`src/rtl/uart_rx_oversampled_if.sv`:
```
// uart_rx_oversampled_if: receiver-side bundle of the UART serial line and the received-word outputs
//   master : line driver / word consumer (drives i_rx, reads results)
//   slave  : the receiver (reads i_rx, drives o_data_rx/o_rx_done/o_frame_error/o_parity_error)
interface uart_rx_oversampled_if #(
    parameter int WIDTH_WORD = 8
);
    logic                  i_rx;
    logic [WIDTH_WORD-1:0] o_data_rx;
    logic                  o_rx_done;
    logic                  o_frame_error;
    logic                  o_parity_error;
    modport master (output i_rx, input o_data_rx, o_rx_done, o_frame_error, o_parity_error);
    modport slave  (input i_rx, output o_data_rx, o_rx_done, o_frame_error, o_parity_error);
endinterface

```
`src/rtl/uart_rx_oversampled.sv`:
```
// uart_rx_oversampled: 16x-oversampled UART receiver (8N1, optional even parity via UART_RX_PARITY_EN)
//   i_clock        : system clock, rising edge
//   i_reset        : asynchronous active-low reset
//   bus.i_rx       : serial line, idles high
//   bus.o_data_rx  : last correctly framed word
//   bus.o_rx_done  : one-clock strobe when o_data_rx updates
//   bus.o_frame_error  : sticky, last frame had a low stop bit
//   bus.o_parity_error : last accepted frame failed even parity (0 without UART_RX_PARITY_EN)
module uart_rx_oversampled #(
    parameter int WIDTH_WORD    = 8,
    parameter int TICKS_PER_BIT = 16,
    parameter int BAUD_DIVISOR  = 163
) (
    input  logic i_clock,
    input  logic i_reset,
    uart_rx_oversampled_if.slave bus
);
    localparam int SW = $clog2(TICKS_PER_BIT);
    localparam int NW = $clog2(WIDTH_WORD + 1);
    localparam int DW = $clog2(BAUD_DIVISOR + 1);
    localparam logic [SW-1:0] S_HALF = SW'(TICKS_PER_BIT / 2 - 1);
    localparam logic [SW-1:0] S_LAST = SW'(TICKS_PER_BIT - 1);
    localparam logic [NW-1:0] N_LAST = NW'(WIDTH_WORD - 1);
    localparam logic [DW-1:0] D_LAST = DW'(BAUD_DIVISOR - 1);

`ifdef UART_RX_PARITY_EN
    typedef enum logic [4:0] {
        IDLE = 5'b00001, START = 5'b00010, DATA = 5'b00100, PARITY = 5'b01000, STOP = 5'b10000
    } state_t;
    logic par_bad_q;
    logic perr_q;
`else
    typedef enum logic [3:0] {
        IDLE = 4'b0001, START = 4'b0010, DATA = 4'b0100, STOP = 4'b1000
    } state_t;
`endif

    state_t                state_q;
    logic [1:0]            sync_q;
    logic [DW-1:0]         div_q, div_d;
    logic [SW-1:0]         s_q;
    logic [NW-1:0]         n_q;
    logic [WIDTH_WORD-1:0] shift_q, data_q;
    logic                  armed_q, done_q, ferr_q;
    logic                  tick, rx_s;

    assign rx_s  = sync_q[1];
    // Free-running divider: never realigned, so sample points jitter by up to one tick.
    assign tick  = div_q == D_LAST;
    assign div_d = tick ? '0 : div_q + 1'b1;

    always_ff @(posedge i_clock or negedge i_reset) begin
        if (!i_reset) begin
            state_q   <= IDLE;
            sync_q    <= 2'b11;
            div_q     <= '0;
            s_q       <= '0;
            n_q       <= '0;
            shift_q   <= '0;
            data_q    <= '0;
            armed_q   <= 1'b0;
            done_q    <= 1'b0;
            ferr_q    <= 1'b0;
`ifdef UART_RX_PARITY_EN
            par_bad_q <= 1'b0;
            perr_q    <= 1'b0;
`endif
        end else begin
            sync_q <= {sync_q[0], bus.i_rx};
            div_q  <= div_d;
            done_q <= 1'b0;
            case (state_q)
                // armed_q demands a high level before a start edge, so a stuck-low line is ignored.
                IDLE: begin
                    if (rx_s) armed_q <= 1'b1;
                    else if (armed_q) begin
                        armed_q <= 1'b0;
                        s_q     <= '0;
                        state_q <= START;
                    end
                end
                START: if (tick) begin
                    if (s_q == S_HALF) begin
                        s_q     <= '0;
                        n_q     <= '0;
                        state_q <= rx_s ? IDLE : DATA;
                    end else s_q <= s_q + 1'b1;
                end
                DATA: if (tick) begin
                    if (s_q == S_LAST) begin
                        shift_q <= {rx_s, shift_q[WIDTH_WORD-1:1]};
                        s_q     <= '0;
                        if (n_q == N_LAST)
`ifdef UART_RX_PARITY_EN
                            state_q <= PARITY;
`else
                            state_q <= STOP;
`endif
                        else n_q <= n_q + 1'b1;
                    end else s_q <= s_q + 1'b1;
                end
`ifdef UART_RX_PARITY_EN
                PARITY: if (tick) begin
                    if (s_q == S_LAST) begin
                        par_bad_q <= (^shift_q) ^ rx_s;
                        s_q       <= '0;
                        state_q   <= STOP;
                    end else s_q <= s_q + 1'b1;
                end
`endif
                // Decided mid stop bit, so the next start edge is accepted without an idle gap.
                STOP: if (tick) begin
                    if (s_q == S_LAST) begin
                        if (rx_s) begin
                            data_q <= shift_q;
                            done_q <= 1'b1;
                            ferr_q <= 1'b0;
`ifdef UART_RX_PARITY_EN
                            perr_q <= par_bad_q;
`endif
                        end else ferr_q <= 1'b1;
                        s_q     <= '0;
                        state_q <= IDLE;
                    end else s_q <= s_q + 1'b1;
                end
                default: state_q <= IDLE;
            endcase
        end
    end

    assign bus.o_data_rx     = data_q;
    assign bus.o_rx_done     = done_q;
    assign bus.o_frame_error = ferr_q;
`ifdef UART_RX_PARITY_EN
    assign bus.o_parity_error = perr_q;
`else
    assign bus.o_parity_error = 1'b0;
`endif
endmodule

```
`src/flat_wrapper.sv`:
```
// flat-port wrapper written by rule: the top's interface ports become plain ports
module uart_rx_oversampled_flat 
#(
    parameter int WIDTH_WORD    = 8,
    parameter int TICKS_PER_BIT = 16,
    parameter int BAUD_DIVISOR  = 163
)
  (i_clock, i_reset, bus_i_rx, bus_o_data_rx, bus_o_rx_done, bus_o_frame_error, bus_o_parity_error);
  uart_rx_oversampled_if #(.WIDTH_WORD(WIDTH_WORD)) bus_i ();
  input  logic i_clock;
  input  logic i_reset;
  input wire logic [$bits(bus_i.i_rx)-1:0] bus_i_rx;
  output wire logic [$bits(bus_i.o_data_rx)-1:0] bus_o_data_rx;
  output wire logic [$bits(bus_i.o_rx_done)-1:0] bus_o_rx_done;
  output wire logic [$bits(bus_i.o_frame_error)-1:0] bus_o_frame_error;
  output wire logic [$bits(bus_i.o_parity_error)-1:0] bus_o_parity_error;
  assign bus_i.i_rx = bus_i_rx;
  assign bus_o_data_rx = bus_i.o_data_rx;
  assign bus_o_rx_done = bus_i.o_rx_done;
  assign bus_o_frame_error = bus_i.o_frame_error;
  assign bus_o_parity_error = bus_i.o_parity_error;
  uart_rx_oversampled #(.WIDTH_WORD(WIDTH_WORD), .TICKS_PER_BIT(TICKS_PER_BIT), .BAUD_DIVISOR(BAUD_DIVISOR)) u_core (.i_clock(i_clock), .i_reset(i_reset), .bus(bus_i));
endmodule
```
`config.mk`:
```
export PLATFORM = sky130hd
export DESIGN_NAME = uart_rx_oversampled_flat
export DESIGN_NICKNAME = d
export VERILOG_FILES = /design/src/rtl/uart_rx_oversampled_if.sv /design/src/rtl/uart_rx_oversampled.sv /design/src/flat_wrapper.sv
export SDC_FILE = /design/constraint.sdc
export NUM_CORES = 1
export LEC_CHECK = 0
export CORE_ASPECT_RATIO = 2
export CORE_MARGIN = 1
export CORE_UTILIZATION = 52
export CTS_BUF_LIST = sky130_fd_sc_hd__clkbuf_16
export CTS_CLUSTER_DIAMETER = 80
export DETAILED_ROUTE_END_ITERATION = 12
export PLACE_DENSITY = 0.8
export SLEW_MARGIN = 5
export SYNTH_ARGS = -nofsm -noshare
export SYNTH_HDL_FRONTEND = slang
export SYNTH_SLANG_ARGS = --single-unit
```
`constraint.sdc`:
```
create_clock -name i_clock -period 2.1 [get_ports i_clock]
set_clock_uncertainty 0.1 [all_clocks]
set_input_delay 0.315 -clock i_clock [delete_from_list [all_inputs] [get_ports i_clock]]
set_output_delay 0.315 -clock i_clock [all_outputs]
set_load 0.02 [all_outputs]
```
# Yosys cells after proc, flatten, opt, wreduce, memory -nomap -nowiden

Cells that the tools add are included.
W data, S select, Z words.

Bits in registers: 41
Output and inout bits: 11
Word-level logic and storage cells: 71

Add/subtract/negate cells: 3
Equality and inequality tests: 19
Multiplexer cells: 30
Reduce and logical (&&, ||, !) cells: 9

Operator list:

| kind                  | number |
|---|---|
| $mux W4               | 20 |
| $ne A2 B1 Y1 const B  | 9 |
| $pmux W4 S4           | 1 |
| $eq A4 B3 Y1 const B  | 3 |
| $pmux W4 S3           | 1 |
| $reduce_and A9 Y1     | 1 |
| $add A4 B1 Y4 const B | 2 |
| $add A8 B1 Y8 const B | 1 |
| $eq A4 B4 Y1 const B  | 2 |
| $eq A8 B8 Y1 const B  | 1 |
| $mux W8               | 1 |
| $pmux W4 S2           | 1 |
| $reduce_and A3 Y1     | 2 |
| $reduce_and A6 Y1     | 1 |
| $mux W1               | 5 |
| $reduce_and A5 Y1     | 1 |
| $eq A4 B1 Y1 const B  | 1 |
| $eq A4 B2 Y1 const B  | 1 |
| $ne A2 B2 Y1 const B  | 2 |
| $reduce_and A4 Y1     | 1 |
| $mux W3               | 1 |
| $reduce_bool A3 Y1    | 1 |
| $reduce_bool A2 Y1    | 1 |
| $reduce_or A2 Y1      | 1 |

# Depth between registers and ports, before layout

Gate-level depths: netlist (run 1).

Word-level depth: 5
Depth in mapped cells: 7
Gate-level depth less buffers: 6

# Least setup slack after synthesis (run 1)

Ideal clock, no wire load.

Path kind: register -> register
From: register u_core.div_q[0]
To: register u_core.shift_q[0]
Library setup time: 0.125 ns
Data arrival time: 1.988 ns
Path slack: -0.113 ns
Stages on the path, launching flop included: 7
Buffers on the path: 1
Clock period less this slack: 2.213 ns
Cell sequence: dfrtp_1 -> inv_1 -> ha_1 -> or3b_4 -> or4_4 -> buf_6 -> mux2_4

Word-level cells in the longest chain between the ends: 2

RTL lines:

| what                               | RTL line                  | RTL |
|---|---|---|
| start: declaration                 | uart_rx_oversampled.sv:40 | `logic [DW-1:0] div_q, div_d;` |
| start signal: assignment           | uart_rx_oversampled.sv:70 | `div_q <= div_d;` |
| $eq A8 B8 Y1                       | uart_rx_oversampled.sv:49 | `assign tick = div_q == D_LAST;` |
| $reduce_and A3 Y1 (no source line) | --                        |  |
| end signal: assignment             | uart_rx_oversampled.sv:91 | `shift_q <= {rx_s, shift_q[WIDTH_WORD-1:1]};` |
| end: declaration                   | uart_rx_oversampled.sv:43 | `logic [WIDTH_WORD-1:0] shift_q, data_q;` |

No other way between the ends.
A chain may end at the register's enable or synchronous reset.

# Worst setup path after layout (run 1)

From: register u_core.div_q[0]
To: register u_core.shift_q[6]

The elaborated chain is that of the path after synthesis.

==> results of run 1 <==
## worst max path at each step
| stage | from | to | slack (ns) | depth (start not counted) |
|---|---|---|---|---|
| floorplan | u_core.state_q[3]$_DFFE_PN0P_ | u_core.shift_q[0]$_DFFE_PN0P_ | -0.08 | 5 |
| global placement | u_core.state_q[1]$_DFFE_PN0P_ | u_core.shift_q[0]$_DFFE_PN0P_ | 0.008 | 3 |
| detailed placement | u_core.div_q[0]$_DFF_PN0_ | u_core.shift_q[6]$_DFFE_PN0P_ | -0.04 | 5 |
| CTS | u_core.state_q[1]$_DFFE_PN0P_ | u_core.shift_q[6]$_DFFE_PN0P_ | -0.02 | 3 |
| global route | u_core.div_q[0]$_DFF_PN0_ | u_core.n_q[3]$_DFFE_PN0P_ | -0.06 | 7 |
| finish | u_core.div_q[0]$_DFF_PN0_ | u_core.shift_q[6]$_DFFE_PN0P_ | -0.01 | 5 |
## kinds of logic (layout without fill, tap and decap cells)
| family | count (synthesis) | after routing | share of synthesized area [%] |
|---|---|---|---|
| AND/OR/NAND/NOR | 60 | 61 | 19.0 |
| flip-flops | 41 | 41 | 51.0 |
| buffers and inverters | 11 | 48 | 3.22 |
| other | 1 | 1 | 0.186 |
| AO/OA/AOI/OAI | 21 | 21 | 8.12 |
| multiplexers | 21 | 21 | 13.0 |
| XOR/XNOR | 7 | 7 | 3.04 |
| adder cells (fa/ha/maj) | 4 | 4 | 2.48 |
## cell usage in the layout, fill, tap and decap left out, drive strengths merged, types with 3 or more instances in the layout
cell	instances
dfrtp	38
buf	22
mux2	18
nor2	12
clkdlybuf4s50	11
nand3	9
inv	7
nand2	7
clkbuf	5
xnor2	4
ha	4
nor3	4
xor2	3
nor2b	3
o21ai	3
mux2i	3
dfstp	3
nor4b	3
or4b	3
## per-layer routing
metal  vias up  share of wire (%)
met1       745                 34
met3        16                3.3
met2        42                 58
met4         0                5.4
li1        686                  -
met5         -                  0
## layout make-up
class	instances	share of cell area [%]
clock buffer	5	4.92
clock inverter	3	1.52
inverter	6	0.885
multi-input combinational	115	38.5
sequential	41	40.5
tap	49	2.41
timing repair buffer	34	11.3
## sequential cells by signal, summed over array words and instances (netlist names)
register / count
u_core.bus.o_frame_error: 1
u_core.armed_q: 1
u_core.div_q: 8
u_core.state_q: 4
u_core.shift_q: 8
u_core.sync_q: 2
u_core.n_q: 4
u_core.s_q: 4
u_core.bus.o_data_rx: 8
u_core.bus.o_rx_done: 1
## power by group
group          leakage, nW  switching (mW)  internal, mW  total, mW
Sequential           0.545          0.0363         0.849      0.885
Combinational        0.576           0.361         0.316      0.677
Clock               0.0850           0.289         0.553      0.842
## per-stage QoR
stage                     hold slack, ns  cell area, µm²
final                              0.254            2540
after global routing               0.260            2540
after CTS                          0.255            2500
after detailed placement           0.247            2310
after global placement             0.246            2310
after floorplan                  -0.0806            2020
## cell usage after synthesis (4+ instances only)
| cell type | n | share of area, % |
|---|---|---|
| dfrtp_1 | 38 | 47 |
| nor2_1 | 12 | 2.2 |
| mux2_2 | 10 | 5.6 |
| mux2_4 | 8 | 5.9 |
| nand3_1 | 8 | 2.0 |
| nand2_1 | 7 | 1.3 |
| inv_1 | 6 | 1.1 |
| ha_1 | 4 | 2.5 |
| xnor2_1 | 4 | 1.7 |
## timing repair
item	in CTS	in global routing
hold buffers	1	0
endpoints found under the hold margin	7	0
pin swaps	1	4
setup endpoints to repair	11	17
cloned	1	0
gates resized for setup	2	9
## critical path: cells and delay by family, from the launching register on
family                   cells  cell delay [ns]
flip-flops                   1             0.38
multiplexers                 1             0.33
adder cells (fa/ha/maj)      1             0.16
AND/OR/NAND/NOR              2             0.96
buffers and inverters        1             0.06
==> impl_metrics.env, run 1 <==
export IMPL_post_route_drc_count=0
export IMPL_crit_path_end_kind="register"
export IMPL_p_leak_nw=1.21
export IMPL_violations="negative setup slack"
export IMPL_hold_path_class="register to register"
export IMPL_ff_latch_area_mm2=0.00103
export IMPL_initial_utilization_pct=55.4
export IMPL_reg2reg_from="u_core.div_q[0]$_DFF_PN0_"
export IMPL_synth_nets=173
export IMPL_crit_type="register to register"
export IMPL_grt_max_degree=42
export IMPL_ys_types=50
export IMPL_worst_pin_slew_ns=0.490
export IMPL_num_rows=31
export IMPL_antenna_left=0
export IMPL_die_area_mm2=0.00415
export IMPL_antenna_found_initial=0
export IMPL_worst_slack_ns=-0.0131
export IMPL_postCtsSetupBuffers=0
export IMPL_cts_buffer_depth=2
export IMPL_fillCellCount=283
export IMPL_h_tree_depth=2
export IMPL_drv_cap=0
export IMPL_reg2reg_to="u_core.shift_q[6]$_DFFE_PN0P_"
export IMPL_first_global_vias=1618
export IMPL_wl_per_cell_um=18.2
export IMPL_crit_slowest_cell="or4_4"
export IMPL_total_power_mw=2.40
export IMPL_hold_path_depth=0
export IMPL_dieWidth_um=46.1
export IMPL_grt_pass1_wl_um=7530
export IMPL_start_kind="register"
export IMPL_slew_viol_final=0
export IMPL_track_usage_pct=25.7
export IMPL_finalSetupViolations=4
export IMPL_seq_area_frac_synth_pct=51.0
export IMPL_grtUsageMet1_pct=23.7
export IMPL_power_density_mw_per_mm2=945
export IMPL_r2r_setup_slack_ns=-0.01
export IMPL_core_area_mm2=0.00365
export IMPL_gp_congestion=0.912
export IMPL_drt_iter0_markers=46
export IMPL_fin_crit_ns=2.11
export IMPL_syn_inst=166
export IMPL_fin_crit_sh_pct=101
export IMPL_grt_overflow=0
export IMPL_final_net_count=210
export IMPL_min_from="u_core.sync_q[0]$_DFF_PN1_"
export IMPL_synth_main_ff_cell="dfrtp_1"
export IMPL_port_buffers=12
export IMPL_grt_busiest_layer="met2"
export IMPL_whs_endpoint="u_core.sync_q[1]$_DFF_PN1_"
export IMPL_finalNonFillerCells=253
export IMPL_fp_dieH_um=90.1
export IMPL_outcome="finished with violations"
export IMPL_clkSinkCount=41
export IMPL_cpPeakStageDelay_ns=0.51
export IMPL_syn_cell_area_mm2=0.00202
export IMPL_met3_usage_pct=5.82
export IMPL_viasPerCell=5.89
export IMPL_diodes=0
export IMPL_cts_tree="built"
export IMPL_synth_edf_count=0
export IMPL_ir_drop_mv=0.795
export IMPL_cts_buffers=5
export IMPL_hold_viol_final=0
export IMPL_dp_slack_ns=-0.0376
export IMPL_pin_count=14
export IMPL_yosys_warnings=0
export IMPL_post_route_util_pct=69.8
export IMPL_rsz0062_at_grt="yes"
export IMPL_cts_clk_slew_worst_paths_ns=0.05
export IMPL_max_freq_mhz=473
export IMPL_critPathMaxFanout=7
export IMPL_insertion_delay_ns=0.28
export IMPL_layout_drive_gt1_share_pct=31.4
export IMPL_met2_usage_pct=44.7
export IMPL_placed_cells=243
export IMPL_cp_cell_sequence="inv_1 -> ha_1 -> or3b_4 -> or4_4 -> mux2_4"
export IMPL_areaGrowthSynthToFinish_pct=26.0
export IMPL_route_vias_total=1489
export IMPL_multi_input_area_um2=980
export IMPL_worstPathArrival_ns=2.18
export IMPL_clockRootBuffer="clkbuf_16"
export IMPL_wl_um=4600
export IMPL_post_dp_hpwl_um=3200
export IMPL_tns_ns=-0.0337
export IMPL_relSlewSlack_pct=66.8
export IMPL_ys_async_sr_fraction_pct=100
export IMPL_rr_worst_depth=5
export IMPL_firstDrtPassIters=6
export IMPL_synth_area_per_cell_um2=12.2
export IMPL_yosys_register_bits=41
export IMPL_required_ns=2.16
Note: power is estimated with default switching activity, not from simulation.
==> run 2, diff against run 1 <==
PLACE_DENSITY = unset   (was 0.8)
PLACE_DENSITY_LB_ADDON = 0.15   (was unset)
SLEW_MARGIN = unset   (was 5)
==> impl_metrics.env, run 2 (same netlist as run 1, synthesis figures left out) <==
export IMPL_drt_iter0_markers=23
export IMPL_final_cell_mix="dfrtp_1, buf_4, nor2_1, clkdlybuf4s50_1, mux2_2"
export IMPL_finalNonFillerCells=257
export IMPL_reg2reg_to="u_core.shift_q[6]$_DFFE_PN0P_"
export IMPL_ir_drop_mv=0.701
export IMPL_mostFrequentLayoutCell="dfrtp_1"
export IMPL_fillCellCount=287
export IMPL_diodes=0
export IMPL_fin_crit_ns=2.07
export IMPL_internal_power_mw=1.61
export IMPL_p_switching_mw=0.644
export IMPL_grt_pass1_wl_um=6680
export IMPL_clockRootBuffer="clkbuf_16"
export IMPL_viasPerCell=5.70
export IMPL_critPathMaxFanout=7
export IMPL_gp_congestion=0.842
export IMPL_core_area_mm2=0.00365
export IMPL_dieWidth_um=46.1
export IMPL_p_comb_share_pct=29.2
export IMPL_clkSinkCount=41
export IMPL_h_tree_depth=2
export IMPL_worst_slack_ns=0.0291
export IMPL_antenna_found_initial=0
export IMPL_reg2reg_from="u_core.div_q[0]$_DFF_PN0_"
export IMPL_grt_max_degree=25
export IMPL_crit_path_end_kind="register"
export IMPL_wl_met2_um=2540
export IMPL_grt_overflow=0
export IMPL_max_freq_mhz=483
export IMPL_min_from="u_core.sync_q[0]$_DFF_PN1_"
export IMPL_power_frac_seq_pct=39.4
export IMPL_p_leak_nw=1.21
export IMPL_wl_per_cell_um=16.4
export IMPL_crit_path_start="u_core.div_q[0]$_DFF_PN0_"
export IMPL_swShare_pct=28.6
export IMPL_cts_buffers=5
export IMPL_fin_crit_sh_pct=98.6
export IMPL_num_rows=31
export IMPL_outcome="finished clean"
export IMPL_areaGrowthSynthToFinish_pct=26.6
export IMPL_met1_length_um=1500
export IMPL_post_route_drc_count=0
export IMPL_place_area_mm2=0.00235
export IMPL_timing_hold_ws_ns=0.256
export IMPL_hold_viol_final=0
export IMPL_cts_buffer_depth=2
export IMPL_hold_path_class="register to register"
export IMPL_worstPathArrival_ns=2.13
export IMPL_slew_viol_final=0
export IMPL_track_usage_pct=22.2
export IMPL_dr_wl_met3_um=118
export IMPL_layout_drive_gt1_share_pct=31.3
export IMPL_final_cell_area_mm2=0.00256
export IMPL_initial_utilization_pct=55.4
export IMPL_required_ns=2.16
export IMPL_fp_dieH_um=90.1
export IMPL_dp_slack_ns=-0.0299
export IMPL_post_dp_hpwl_um=3080
export IMPL_start_kind="register"
export IMPL_power_density_mw_per_mm2=880
export IMPL_cts_tree="built"
export IMPL_cp_endpoint="u_core.shift_q[6]$_DFFE_PN0P_"
export IMPL_finalSetupViolations=0
export IMPL_antenna_left=0
export IMPL_crit_type="register to register"
export IMPL_route_vias_total=1466
export IMPL_cts_clk_slew_worst_paths_ns=0.06
export IMPL_pin_count=14
export IMPL_rsz0062_at_grt="yes"
export IMPL_top_layer="met4"
export IMPL_placed_cells=246
export IMPL_drv_cap=0
export IMPL_port_buffers=12
export IMPL_r2r_setup_slack_ns=0.03
export IMPL_tns_ns=0
export IMPL_die_area_mm2=0.00415
export IMPL_firstDrtPassIters=4
export IMPL_wl_um=4230
export IMPL_insertion_delay_ns=0.28
export IMPL_pwr_share_clk_pct=31.4
export IMPL_rr_worst_depth=5
export IMPL_first_global_vias=1468
export IMPL_final_net_count=215
-- run 2: changes by cell type in the layout (fill, tap and decap cells not counted), sizes merged --
cell      previous run  this run
clkinvlp             0         1
buf                 22        27
bufinv               1         0
inv                  7         6
-- run 2: worst min-delay path by stage --
| stage | to | cells past startpoint |
|---|---|---|
| 2_1_floorplan | u_core.armed_q$_DFFE_PN0N_ | 0 |
| 3_3_place_gp | u_core.bus.o_data_rx[5]$_DFFE_PN0P_ | 1 |
| 3_5_place_dp | u_core.bus.o_data_rx[5]$_DFFE_PN0P_ | 1 |
| 4_1_cts | u_core.sync_q[1]$_DFF_PN1_ | 0 |
| 5_1_grt | u_core.sync_q[1]$_DFF_PN1_ | 0 |
| 6_report | u_core.sync_q[1]$_DFF_PN1_ | 0 |
-- run 2: power groups by stage --
stage                     clock network, mW  logic (mW)  registers, mW
final                                 0.708       0.656          0.886
after global placement                    0       0.582          0.894
after global routing                  0.754       0.712          0.892
after floorplan                           0       0.353          0.889
after CTS                             0.718       0.608          0.886
after detailed placement                  0       0.587          0.898
-- run 2: metal layers --
metal,vias to the layer above,track usage (%)
met5,-,0
met4,0,8.09
met3,7,4.82
met2,29,41.1
met1,735,21.9
li1,695,-
-- run 2: layout make-up --
cell class | count | area, µm² | area share, %
Multi-Input combinational cell | 115 | 971 | 38.0
Tap cell | 49 | 61.3 | 2.40
Clock inverter | 2 | 11.3 | 0.440
Sequential cell | 41 | 1030 | 40.3
Timing Repair Buffer | 39 | 337 | 13.2
Inverter | 6 | 22.5 | 0.881
Clock buffer | 5 | 125 | 4.89
-- run 2: critical path, cell delays in order (launching register included) --
cell	delay [ns]
dfrtp_1	0.37
inv_1	0.05
ha_1	0.15
or3b_4	0.44
or4_4	0.51
mux2_4	0.33
-- run 2: repair_timing --
item / CTS / global route
cloned: 1 / 0
endpoints found under the hold margin: 15 / 0
endpoints found under the setup margin: 11 / 21
gates resized for setup: 2 / 7
hold buffers: 1 / 0
pin swaps: 2 / 3
setup buffers: 0 / 2
-- run 2: stage by stage --
| step | total power [mW] | utilization (%) |
|---|---|---|
| finish | 2.25 | 70.1 |
| CTS | 2.21 | 68.8 |
| floorplan | 1.24 | - |
| global placement | 1.48 | 64.3 |
| detailed placement | 1.49 | 64.3 |
| global route | 2.36 | 70.1 |
